$ cat src/rtl/zero_scan_unit_if.sv
// zero_scan_unit_if: request/result bundle between a requester and the zero scan unit
interface zero_scan_unit_if #(parameter int WIDTH = 32) ();
  logic start;
  logic [1:0] mode;
  logic [WIDTH-1:0] dataA;
  logic [WIDTH-1:0] dataB;
  logic ready;
  logic busy;
  logic done;
  logic isZero;
  logic isEqual;
  logic [$clog2(WIDTH):0] lzCount;
  modport master (output start, mode, dataA, dataB, input ready, busy, done, isZero, isEqual, lzCount);
  modport slave (input start, mode, dataA, dataB, output ready, busy, done, isZero, isEqual, lzCount);
endinterface

$ cat src/rtl/zero_scan_unit.sv
// zero_scan_unit: chunk-serial zero test, equality compare and leading-zero count
module zero_scan_unit #(
  parameter int WIDTH = 32,
  parameter int CHUNK = 8,
  parameter int EARLY_EXIT = 1
) (
  input logic clock,
  input logic reset,
  zero_scan_unit_if.slave bus
);
  localparam int NCHUNK = WIDTH / CHUNK;
  localparam int IW = NCHUNK > 1 ? $clog2(NCHUNK) : 1;
  localparam int LW = $clog2(WIDTH) + 1;
  typedef enum logic [1:0] {IDLE, SCAN, DONE} state_t;
  state_t state;
  logic [WIDTH-1:0] a;
  logic [WIDTH-1:0] b;
  logic [1:0] op;
  logic [IW-1:0] idx;
  logic flag;
  logic [LW-1:0] cnt;
  logic [CHUNK-1:0] sa;
  logic [CHUNK-1:0] sb;
  logic zero;
  logic hit;
  logic stop;
  logic [LW-1:0] add;
  // leading zeros of one slice; an all-zero slice counts as a full CHUNK
  function automatic logic [LW-1:0] lzc(input logic [CHUNK-1:0] s);
    lzc = LW'(CHUNK);
    for (int i = 0; i < CHUNK; i++) if (s[i]) lzc = LW'(CHUNK - 1 - i);
  endfunction
  // current slice evaluation and the decision whether this is the final slice
  always_comb begin
    sa = CHUNK'(a >> (CHUNK * idx));
    sb = CHUNK'(b >> (CHUNK * idx));
    zero = sa == '0;
    hit = op == 2'b01 ? sa == sb : zero;
    add = lzc(sa);
    stop = idx == '0 || (op == 2'b10 ? !zero : (EARLY_EXIT != 0 && !hit));
  end
  // control FSM with registered status and result outputs
  always_ff @(posedge clock or posedge reset) begin
    if (reset) begin
      state <= IDLE;
      bus.ready <= 1'b1;
      bus.busy <= 1'b0;
      bus.done <= 1'b0;
      bus.isZero <= 1'b0;
      bus.isEqual <= 1'b0;
      bus.lzCount <= '0;
      a <= '0;
      b <= '0;
      op <= '0;
      idx <= '0;
      flag <= 1'b0;
      cnt <= '0;
    end else begin
      case (state)
        IDLE: begin
          bus.done <= 1'b0;
          if (bus.start) begin
            a <= bus.dataA;
            b <= bus.dataB;
            op <= bus.mode;
            idx <= IW'(NCHUNK - 1);
            flag <= 1'b1;
            cnt <= '0;
            state <= SCAN;
            bus.ready <= 1'b0;
            bus.busy <= 1'b1;
          end
        end
        SCAN: begin
          flag <= flag & hit;
          cnt <= cnt + add;
          idx <= idx - 1'b1;
          if (stop) state <= DONE;
        end
        DONE: begin
          state <= IDLE;
          bus.ready <= 1'b1;
          bus.busy <= 1'b0;
          bus.done <= 1'b1;
          if (op == 2'b01) bus.isEqual <= flag;
          else if (op == 2'b10) bus.lzCount <= cnt;
          else bus.isZero <= flag;
        end
        default: state <= IDLE;
      endcase
    end
  end
endmodule
$ cat src/flat_wrapper.sv
// flat-port wrapper written by rule: the top's interface ports become plain ports
module zero_scan_unit_flat 
#(
  parameter int WIDTH = 32,
  parameter int CHUNK = 8,
  parameter int EARLY_EXIT = 1
)
  (clock, reset, bus_start, bus_mode, bus_dataA, bus_dataB, bus_ready, bus_busy, bus_done, bus_isZero, bus_isEqual, bus_lzCount);
  zero_scan_unit_if #(.WIDTH(WIDTH)) bus_i ();
  input logic clock;
  input logic reset;
  input wire logic [$bits(bus_i.start)-1:0] bus_start;
  input wire logic [$bits(bus_i.mode)-1:0] bus_mode;
  input wire logic [$bits(bus_i.dataA)-1:0] bus_dataA;
  input wire logic [$bits(bus_i.dataB)-1:0] bus_dataB;
  output wire logic [$bits(bus_i.ready)-1:0] bus_ready;
  output wire logic [$bits(bus_i.busy)-1:0] bus_busy;
  output wire logic [$bits(bus_i.done)-1:0] bus_done;
  output wire logic [$bits(bus_i.isZero)-1:0] bus_isZero;
  output wire logic [$bits(bus_i.isEqual)-1:0] bus_isEqual;
  output wire logic [$bits(bus_i.lzCount)-1:0] bus_lzCount;
  assign bus_i.start = bus_start;
  assign bus_i.mode = bus_mode;
  assign bus_i.dataA = bus_dataA;
  assign bus_i.dataB = bus_dataB;
  assign bus_ready = bus_i.ready;
  assign bus_busy = bus_i.busy;
  assign bus_done = bus_i.done;
  assign bus_isZero = bus_i.isZero;
  assign bus_isEqual = bus_i.isEqual;
  assign bus_lzCount = bus_i.lzCount;
  zero_scan_unit #(.WIDTH(WIDTH), .CHUNK(CHUNK), .EARLY_EXIT(EARLY_EXIT)) u_core (.clock(clock), .reset(reset), .bus(bus_i));
endmodule
$ cat config.mk
export PLATFORM = sky130hd
export DESIGN_NAME = zero_scan_unit_flat
export DESIGN_NICKNAME = d
export VERILOG_FILES = /design/src/rtl/zero_scan_unit_if.sv /design/src/rtl/zero_scan_unit.sv /design/src/flat_wrapper.sv
export SDC_FILE = /design/constraint.sdc
export NUM_CORES = 1
export LEC_CHECK = 0
export CELL_PAD_IN_SITES_DETAIL_PLACEMENT = 0
export CELL_PAD_IN_SITES_GLOBAL_PLACEMENT = 1
export CORE_UTILIZATION = 30
export CTS_CLUSTER_DIAMETER = 40
export DETAILED_ROUTE_END_ITERATION = 16
export PLACE_DENSITY = 0.76
export SYNTH_ARGS = -nofsm -noshare
export SYNTH_HDL_FRONTEND = slang
export SYNTH_SLANG_ARGS = --single-unit
$ cat constraint.sdc
create_clock -name clock -period 2.8 [get_ports clock]
set_clock_uncertainty 0.05 [all_clocks]
set_input_delay 0.56 -clock clock [delete_from_list [all_inputs] [get_ports clock]]
set_output_delay 0.56 -clock clock [all_outputs]
set_load 0.03 [all_outputs]
==> results.py <==
metrics = {
    "run_status": {
        "outcome": "complete, but fails checks",
        "violations": "negative setup slack",
    },
    "grt": {
        "grt_usage": 0.139,
        "grt_pass1_vias": 3211,
        "antenna_found_initial": 0,
        "grt_start_max_net_pins": 89,
        "grt_pass1_wl_um": 15600,
        "gr-total-overflow": 0,
    },
    "sta": {
        "max-slew-margin-rel": 0.426,
        "setup_viol": 2,
        "fin_crit_ns": 2.82,
        "period_share": 1.01,
        "rsz0062_at_grt": "yes",
        "whs_ns": 0.418,
        "finalSetupTns_ns": -0.0287,
        "maxSlewViolCount": 0,
        "fmax_ghz": 0.354,
        "hold_viol_final": 0,
        "setup_slack_ns": -0.0241,
        "tightestPinTransition_ns": 0.860,
    },
    "worst_setup_path": {
        "crit_slowest_cell": "mux4_2",
        "max_stage_delay_ns": 0.52,
        "ff2ff_setup_slack_ns": -0.02,
        "cp-start-kind": "flip-flop",
        "crit_arrival_ns": 3.00,
        "cp-end-kind": "flip-flop",
        "worstPathBufferInverterCount": 3,
        "reg2regPathDepth": 13,
        "crit_family": "compound AO/OA/AOI/OAI gates",
        "critical_path.cell_chain": "buf_6 -> mux4_2 -> buf_6 -> inv_2 -> a21oi_2 -> o21bai_1 -> a21oi_1 -> ha_2 -> fa_2 -> a21o_1 -> a21oi_2 -> o211ai_1 -> o31ai_1",
        "regToRegEndpoint": "u_core.cnt[4]",
        "required_ns": 2.97,
        "worstSetupPathType": "reg -> reg",
        "rr_startpoint": "u_core.idx[0]",
        "cp-startpoint": "u_core.idx[0]",
        "critical_path.max_fanout": 5,
    },
    "final_layout": {
        "regArea_um2": 2210,
        "fill_cells": 1358,
        "diodes": 0,
        "final_util": 0.420,
        "drive_above_1_share": 0.138,
        "multiInputGateArea_um2": 1900,
        "postLayoutCellArea_um2": 5650,
        "area_growth_pct": 34.9,
        "nets": 595,
    },
    "worst_hold_path": {
        "min_from": "u_core.bus.ready",
        "whs_path_depth": 2,
        "hold_path.class": "reg -> reg",
        "min_to": "u_core.bus.ready",
    },
    "clock_tree": {
        "htreeDepth": 3,
        "clock_latency_ns": 0.33,
        "clock-sinks": 88,
        "cts_tree": "done",
        "cts_buffer_depth": 2,
        "numCtsBuffers": 9,
        "root_buffer": "clkbuf_16",
        "clkTransAtPathRegs_ns": 0.06,
    },
    "synth": {
        "seq_area_frac_synth": 0.526,
        "synthesis.instances": 427,
        "ys_warn_count": 0,
        "ys_types": 40,
        "synth_area_um2": 4190,
        "syn_nets": 504,
        "ys_ff_latch": 88,
        "avgSynthCellArea_um2": 9.81,
    },
    "drt": {
        "dr.pass1.iters": 6,
        "avgViaCountPerCell": 4.48,
        "wl_um": 9430,
        "routedLengthMet1_um": 4480,
        "wl_met3_um": 362,
        "top_layer": "met4",
        "ant_nets": 0,
        "wl_met2_um": 4560,
        "drc": 0,
        "vias": 3134,
        "drt_iter0_markers": 167,
        "wl_per_cell_um": 13.5,
    },
    "power_and_ir_drop": {
        "powerDensity_nw_per_um2": 1160,
        "ir_drop_mv": 0.490,
        "total_power_w": 0.00654,
        "p_leak_nw": 2.74,
    },
    "floorplanning": {
        "die_w_um": 120,
        "ioPinCount": 80,
        "die_y_um": 120,
        "num_rows": 42,
        "dieArea_um2": 14400,
        "initial_utilization": 0.311,
        "coreArea_um2": 13500,
    },
    "place": {
        "placed_area_um2": 5250,
        "place_hpwl_um": 6930,
        "port_buffers": 79,
        "gp_congestion": 0.827,
    },
    "run": {
        "drv_cap": 0,
    },
}
## area by class of cell
| class | count | share of cell area |
|---|---|---|
| Clock inverter | 5 | 0.00576 |
| Inverter | 9 | 0.00665 |
| Sequential cell | 88 | 0.391 |
| Multi-Input combinational cell | 308 | 0.336 |
| Clock buffer | 11 | 0.0430 |
| Tap cell | 176 | 0.0390 |
| Timing Repair Buffer | 102 | 0.179 |
## cell families (layout without fill, tap and decap cells)
kind of cell,Yosys count,after routing,share of synthesized area
muxes,25,25,0.113
xor gates and xnor gates,16,16,0.0335
DFF,88,88,0.526
AOI/OAI and AO/OA,27,27,0.0388
and+or+nand+nor,232,232,0.229
buffers and inverters,31,127,0.0341
adders and majority gates,8,8,0.0257
## power by group
part | switching, W | internal, W | total, W
logic | 0.00163 | 0.00155 | 0.00318
registers | 0.000417 | 0.00186 | 0.00228
clock network | 0.000464 | 0.000623 | 0.00109
## per-layer routing
| layer | track usage | vias to the layer above |
|---|---|---|
| li1 | - | 1561 |
| met1 | 0.183 | 1496 |
| met2 | 0.231 | 75 |
| met3 | 0.0347 | 2 |
| met4 | 0.0266 | 0 |
| met5 | 0 | - |
## layout by cell type, fill, tap and decap left out, types with 2 or more instances in the layout
| cell type | count |
|---|---|
| o21ai_0 | 2 |
| clkdlybuf4s50_1 | 79 |
| nor2_2 | 2 |
| a21oi_2 | 3 |
| mux4_1 | 3 |
| ha_1 | 6 |
| a21o_1 | 2 |
| buf_6 | 3 |
| nand2b_1 | 5 |
| mux4_2 | 13 |
| xor2_1 | 15 |
| buf_4 | 17 |
| nand3_1 | 3 |
| inv_1 | 7 |
| o211ai_1 | 2 |
| o21ai_1 | 8 |
| a21oi_1 | 3 |
| dfrtp_2 | 2 |
| mux2_1 | 8 |
| buf_12 | 3 |
| dfrtp_1 | 85 |
| clkinv_4 | 2 |
| nand2_1 | 205 |
| nor2b_1 | 5 |
| nor3_1 | 2 |
| clkbuf_16 | 9 |
| nor4_4 | 2 |
| clkinv_2 | 3 |
## flip-flops by register name (all words and copies together), names as in the netlist, 2 cells and up
register            flops
u_core.a               32
u_core.b               32
u_core.bus.lzCount      6
u_core.cnt              6
u_core.idx              2
u_core.op               2
u_core.state            2
## cells in the mapped netlist
library cell	n	area share
nand2_1	206	0.18
dfrtp_1	87	0.52
xor2_1	15	0.031
mux4_2	13	0.070
clkbuf_1	12	0.011
inv_1	9	0.0081
o21ai_1	9	0.011
mux2_1	8	0.022
ha_1	7	0.021
a21oi_1	6	0.0072
buf_1	6	0.0054
nand2b_1	5	0.0075
nor2b_1	5	0.0075
mux4_1	3	0.019
nand3_1	3	0.0036
nor2_1	3	0.0027
a21o_1	2	0.0036
buf_2	2	0.0024
nor3_1	2	0.0024
nor4_4	2	0.010
o211ai_1	2	0.0036
o21ai_0	2	0.0024
a211oi_1	1	0.0018
a31oi_1	1	0.0015
and3_1	1	0.0015
buf_12	1	0.0048
buf_6	1	0.0027
dfstp_2	1	0.0063
fa_1	1	0.0048
mux2i_1	1	0.0024
nor3b_1	1	0.0018
nor4_1	1	0.0015
nor4_2	1	0.0030
o211a_1	1	0.0024
o21bai_1	1	0.0018
o22a_1	1	0.0021
o31ai_1	1	0.0018
or2_1	1	0.0015
or3_1	1	0.0015
xnor2_1	1	0.0021
## tightest hold or removal path: stages (launching register included)
cell	delay, ns
dfstp_2	0.37
nand2_1	0.05
nand2_1	0.05
## per-stage QoR
| stage | instances | setup WS, ns |
|---|---|---|
| floorplan | 427 | 0.0134 |
| global placement | 676 | 0.0223 |
| detailed placement | 676 | -0.116 |
| CTS | 692 | 0.00151 |
| global route | 699 | -0.180 |
| finish | 699 | -0.0241 |
## worst max-delay path by stage
stage	to	slack [ns]	depth (start not counted)
after floorplan	u_core.cnt[5]	0.01	11
after global placement	u_core.cnt[4]	0.02	12
after detailed placement	u_core.cnt[5]	-0.12	9
after CTS	u_core.cnt[4]	0.002	12
after global routing	u_core.cnt[5]	-0.18	9
final	u_core.cnt[4]	-0.02	13
## repair_timing
action / CTS / global route
setup buffers: 0 / 8
hold buffers: 0 / 0
resized for setup: 4 / 17
cloned: 0 / 0
setup endpoints to repair: 3 / 4
pin swaps: 0 / 13
(Power assumes the default switching activity.)
